**src/rtl/xor_acc_pkg.sv**
```systemverilog
// Shared definitions for the XOR stream accumulator: FSM state type and
// default widths used by the accumulator top level.
package xor_acc_pkg;

    localparam int DEFAULT_WIDTH = 8;
    localparam int DEFAULT_CNT_W = 4;

    typedef enum logic {
        ACCUM = 1'b0,
        HOLD  = 1'b1
    } state_t;

endpackage

```
**src/rtl/mux_xor_bit.sv**
```systemverilog
// One-bit XOR built from a 2:1 mux: the select input chooses between the
// accumulator bit and its complement, which is exactly a ^ b.
module mux_xor_bit (
    input  logic i_sel,
    input  logic i_d0,
    input  logic i_d1,
    output logic o_y
);

    assign o_y = i_sel ? i_d1 : i_d0;

endmodule

```
**src/rtl/xor_stream_accumulator.sv**
```systemverilog
// XOR stream accumulator: XORs every word of a packet together and counts
// the beats (saturating), then presents the result until it is consumed.
// Optional feature: define XOR_STREAM_ACCUMULATOR_PARITY_EN to add the
// out_parity output (XOR-reduction of out_data, registered with it).
module xor_stream_accumulator
    import xor_acc_pkg::*;
#(
    parameter int WIDTH = DEFAULT_WIDTH,
    parameter int CNT_W = DEFAULT_CNT_W
) (
    input  logic             clk,
    input  logic             rst,
    input  logic             in_valid,
    output logic             in_ready,
    input  logic [WIDTH-1:0] in_data,
    input  logic             in_last,
    output logic             out_valid,
    input  logic             out_ready,
    output logic [WIDTH-1:0] out_data,
    output logic [CNT_W-1:0] out_count
`ifdef XOR_STREAM_ACCUMULATOR_PARITY_EN
    ,
    output logic             out_parity
`endif
);

    state_t             r_state;
    state_t             w_nextState;
    logic               w_inReady;
    logic               w_outValid;
    logic               w_accept;
    logic [WIDTH-1:0]   r_acc;
    logic [CNT_W-1:0]   r_cnt;
    logic [WIDTH-1:0]   r_outData;
    logic [CNT_W-1:0]   r_outCount;
    logic [WIDTH-1:0]   w_xor;
    logic [CNT_W-1:0]   w_cntSat;
`ifdef XOR_STREAM_ACCUMULATOR_PARITY_EN
    logic               r_parity;
`endif

    // Per-bit XOR of the running accumulator with the incoming word.
    genvar gi;
    generate
        for (gi = 0; gi < WIDTH; gi++) begin : g_xorBit
            mux_xor_bit u_mux (
                .i_sel (in_data[gi]),
                .i_d0  (r_acc[gi]),
                .i_d1  (~r_acc[gi]),
                .o_y   (w_xor[gi])
            );
        end
    endgenerate

    // Beat count plus one, held at all-ones once the counter is full.
    assign w_cntSat = (r_cnt == {CNT_W{1'b1}}) ? r_cnt : r_cnt + CNT_W'(1);

    // State register; reset drops any partial or pending packet.
    always_ff @(posedge clk or posedge rst) begin
        if (rst) begin
            r_state <= ACCUM;
        end else begin
            r_state <= w_nextState;
        end
    end

    // Next state and handshake outputs; ready and valid follow the state.
    always_comb begin
        w_nextState = r_state;
        w_inReady   = 1'b0;
        w_outValid  = 1'b0;
        w_accept    = 1'b0;
        case (r_state)
            ACCUM: begin
                w_inReady = 1'b1;
                w_accept  = in_valid;
                if (in_valid && in_last) begin
                    w_nextState = HOLD;
                end
            end
            HOLD: begin
                w_outValid = 1'b1;
                if (out_ready) begin
                    w_nextState = ACCUM;
                end
            end
            default: begin
                w_nextState = ACCUM;
            end
        endcase
    end

    // Accumulate on each accepted beat; the last beat loads the result
    // registers and clears the accumulator for the next packet.
    always_ff @(posedge clk or posedge rst) begin
        if (rst) begin
            r_acc      <= '0;
            r_cnt      <= '0;
            r_outData  <= '0;
            r_outCount <= '0;
        end else if (w_accept) begin
            if (in_last) begin
                r_outData  <= w_xor;
                r_outCount <= w_cntSat;
                r_acc      <= '0;
                r_cnt      <= '0;
            end else begin
                r_acc <= w_xor;
                r_cnt <= w_cntSat;
            end
        end
    end

`ifdef XOR_STREAM_ACCUMULATOR_PARITY_EN
    // Parity of the result, captured on the same edge as the result word.
    always_ff @(posedge clk or posedge rst) begin
        if (rst) begin
            r_parity <= 1'b0;
        end else if (w_accept && in_last) begin
            r_parity <= ^w_xor;
        end
    end

    assign out_parity = r_parity;
`endif

    assign in_ready  = w_inReady;
    assign out_valid = w_outValid;
    assign out_data  = r_outData;
    assign out_count = r_outCount;

endmodule

```
**config.mk**
```make
export PLATFORM = sky130hd
export DESIGN_NAME = xor_stream_accumulator
export DESIGN_NICKNAME = d
export VERILOG_FILES = /design/src/rtl/xor_acc_pkg.sv /design/src/rtl/mux_xor_bit.sv /design/src/rtl/xor_stream_accumulator.sv
export SDC_FILE = /design/constraint.sdc
export NUM_CORES = 1
export LEC_CHECK = 0
export CAP_MARGIN = 20
export CELL_PAD_IN_SITES_DETAIL_PLACEMENT = 1
export CELL_PAD_IN_SITES_GLOBAL_PLACEMENT = 1
export CORE_ASPECT_RATIO = 1.1
export CORE_MARGIN = 2
export CORE_UTILIZATION = 30
export CTS_CLUSTER_DIAMETER = 150
export CTS_CLUSTER_SIZE = 30
export DETAILED_ROUTE_END_ITERATION = 8
export PLACE_DENSITY = 0.72
export SETUP_SLACK_MARGIN = 0.1
export SLEW_MARGIN = 25
export SYNTH_ARGS = -nofsm -noshare
export SYNTH_HDL_FRONTEND = slang
export SYNTH_SLANG_ARGS = --single-unit
export TNS_END_PERCENT = 5
```
**constraint.sdc**
```tcl
create_clock -name clk -period 2.6 [get_ports clk]
set_input_delay 0.52 -clock clk [delete_from_list [all_inputs] [get_ports clk]]
set_output_delay 0.52 -clock clk [all_outputs]
set_load 0.01 [all_outputs]
```
==> key figures <==
Timing
  – Max frequency: about 0.53 GHz
  – Relative slew slack: between 60% and 70%
  – # setup viols final: 0
  – Setup TNS: 0 ns
  – Max Clock Skew: approximately 0.0031 ns
  – RSZ-0062 raised after global routing: false
  – Period utilization: 71.9%
  – Worst-Margin Slew: ~0.46 ns
  – Hold WS: about 0.5 ns
  – Final hold vios: 0
  – Final WS setup: ~0.73 ns
  – Max-slew violations: 0
  – Fin crit period: about 1.9 ns

Placement
  – Setup WS pre-CTS: a little over 0.6 ns
  – GP Congestion: between 0.7 and 0.8
  – Port Buf Inserts: 26
  – DP Wirelength: approximately 1900 microns

Clocking
  – CTS buffer count: 3
  – Hold_buf cts: 0
  – Clock sink count: 25
  – Clock buffer depth: 2
  – Worst-path clk slew: 0.09 ns
  – CTS tree: built
  – CTS H-tree lvls: 1
  – Postcts setup bufs: 0
  – Root Buffer: clkbuf_8
  – Worst-skew pair later-pin latency: 0.26 ns
  – PostCTS Resize Cnt: 0

Global route
  – Largest net degree at the start of global routing: 26
  – Initial antenna violation count: 0
  – GRT overflow: 0
  – Vias in the first global route: about 1,100
  – Global-route usage over all layers: 13.3%
  – First-pass GRT wire length: between 4000 and 5000 microns

Setup path
  – CP max FO: 7
  – Slowest stage delay, CP: 0.53 ns
  – CP Buf/Inv Count: 2
  – Worst Setup End Kind: output pin
  – R2r startpoint: r_cnt[0]
  – Critical Path Start Type: flop
  – RR Endpoint: r_cnt[0]
  – Slowest CP cell: clkdlybuf4s50_1
  – Arrival @ worst endpoint: around 1.4 ns
  – Worst Path Required: ~2.1 ns
  – R2R Setup Slk: 1.25 ns
  – Setup Crit Path Kind: flop to output pin
  – CP Cell Sequence: inv_1, clkdlybuf4s50_1
  – Delay-heaviest family, CP: buffers and inverters
  – Worst reg-to-reg path cell count: 4

Finish
  – Seq. cell area: ~630 sq um
  – Commonest non-fill, non-tap cell in the layout: clkdlybuf4s50_1
  – Commonest cells after routing, fill and taps aside: 26 x clkdlybuf4s50_1, 25 x dfrtp_1, 17 x nand2_1
  – Fillers: 460
  – Area of the multi-input gates: between 500 and 600 sq um
  – Fraction of layout cells with a size suffix above 1: between 3 and 4%
  – Area Growth Syn to Fin: 28.0%
  – Utilization after layout: between 30% and 40%
  – Diode count: 0
  – Nets: between 150 and 200

Floorplanning
  – # rows: 24
  – Initial Utilization: about 31%
  – Die area: 4640 sq um
  – Core ar.: 3960 sq um
  – I/O pin count: 27
  – Die width: roughly 65 microns
  – Die extent in y: ~71 microns

Run status
  – Outcome: finished clean

Detailed routing
  – DR vias: 991
  – DRC: 0
  – Drt first pass iters: 4
  – First DRT Iteration DRCs: 23
  – Drt via density: around 4.9
  – Routed length per placed instance: approximately 13 microns
  – Final antenna-violating net count: 0
  – Post-Route WL: ~2700 microns

Hold path
  – Hold depth: 2
  – Worst hold endpoint: out_data[6]
  – Hold path startpoint: out_data[6]
  – Hold Path Class: flop to flop

Power and ir drop
  – Leakage Power: 0.660 nW
  – VDD IR max: around 0.19 mV
  – Power Dens Cells: 722 nW/um^2
  – Power Total: around 1.1 mW

Synthesis
  – Mapped Nets: ~140
  – Post-synthesis register bit count: 25
  – Netlist cell types: 27
  – Synthesized area: roughly 1200 sq um
  – Syn avg cell area: 9.86 sq um
  – Yosys Warn Count: 0
  – Post-synthesis sequential area ratio: approximately half
  – Synth Instances: roughly 130

Run
  – Total of max-cap violations: 0
-- area by class of cell --
class | instances | area share (%)
clock buffers | 4 | 2.85
repair buffers | 28 | 17.4
well taps | 52 | 4.12
inverters | 2 | 0.476
flip-flops and latches | 25 | 39.7
multi-input cells | 93 | 35.4
-- cells in the mapped netlist, drive strengths merged --
cell | n | area share, %
nand4 | 1 | 0.51
nand2 | 17 | 5.2
nor2 | 5 | 1.5
nor3b | 2 | 1.2
o211ai | 1 | 0.61
inv | 2 | 0.61
o21ai | 16 | 6.5
o31ai | 1 | 0.61
o21bai | 2 | 1.2
a41oi | 1 | 0.71
nand3 | 3 | 1.2
nand3b | 1 | 1.6
and2b | 1 | 0.61
nor2b | 12 | 6.1
nand2b | 5 | 2.5
ha | 1 | 1.0
a21oi | 9 | 3.7
buf | 5 | 3.2
or2b | 3 | 1.8
a2bb2oi | 1 | 0.71
dfrtp | 25 | 51
xnor2 | 3 | 2.1
o31a | 6 | 4.3
mux2i | 2 | 1.6
-- logic make-up (layout without fill, tap and decap cells) --
kind of cell | Yosys count | after routing | synth area share, %
AO/OA/AOI/OAI | 37 | 37 | 18.3
XOR/XNOR | 3 | 3 | 2.13
adder cells (fa/ha/maj) | 1 | 1 | 1.02
buffers and inverters | 7 | 34 | 3.86
flip-flops | 25 | 25 | 50.8
multiplexers | 2 | 2 | 1.62
AND/OR/NAND/NOR | 50 | 50 | 22.3
-- power by group --
part | switching [mW] | internal [mW]
combinational | 0.156 | 0.205
sequential | 0.0667 | 0.481
clock | 0.120 | 0.109
total | 0.343 | 0.796
-- worst max-delay path by stage --
stage | start | to | slack (ns) | depth (start not counted)
after global placement | in_last | out_data[1] | 0.66 | 3
final | r_state | in_ready | 0.73 | 2
after global routing | r_state | in_ready | 0.66 | 2
after detailed placement | in_last | out_data[1] | 0.62 | 3
after CTS | r_state | in_ready | 0.71 | 2
after floorplan | r_cnt[0] | r_cnt[0] | 1.38 | 4
-- metrics by stage --
step,cell area [sq um],cells
2_1_floorplan,1230,125
3_3_place_gp,1530,200
3_5_place_dp,1530,200
4_1_cts,1580,204
5_1_grt,1580,204
6_report,1580,204
-- worst reg2reg max path, stage by stage (launching register included) --
cell and delay [ns]:
dfrtp_1 0.45, ha_1 0.30, nand3_1 0.20, mux2i_1 0.20, o21ai_0 0.09
-- per-layer routing --
metal	vias to the layer above	GRT usage, %	routed length (microns)
met1	488	16.1	1210
met5	-	0	0
li1	485	-	-
met2	16	23.7	1380
met3	2	1.57	77
met4	0	5.79	27
-- state kept, by name, summed over array words and instances (netlist names) --
signal / count
out_data: 8
r_cnt: 4
out_count: 4
r_state: 1
r_acc: 8
Power figures use the tool's default switching activity.
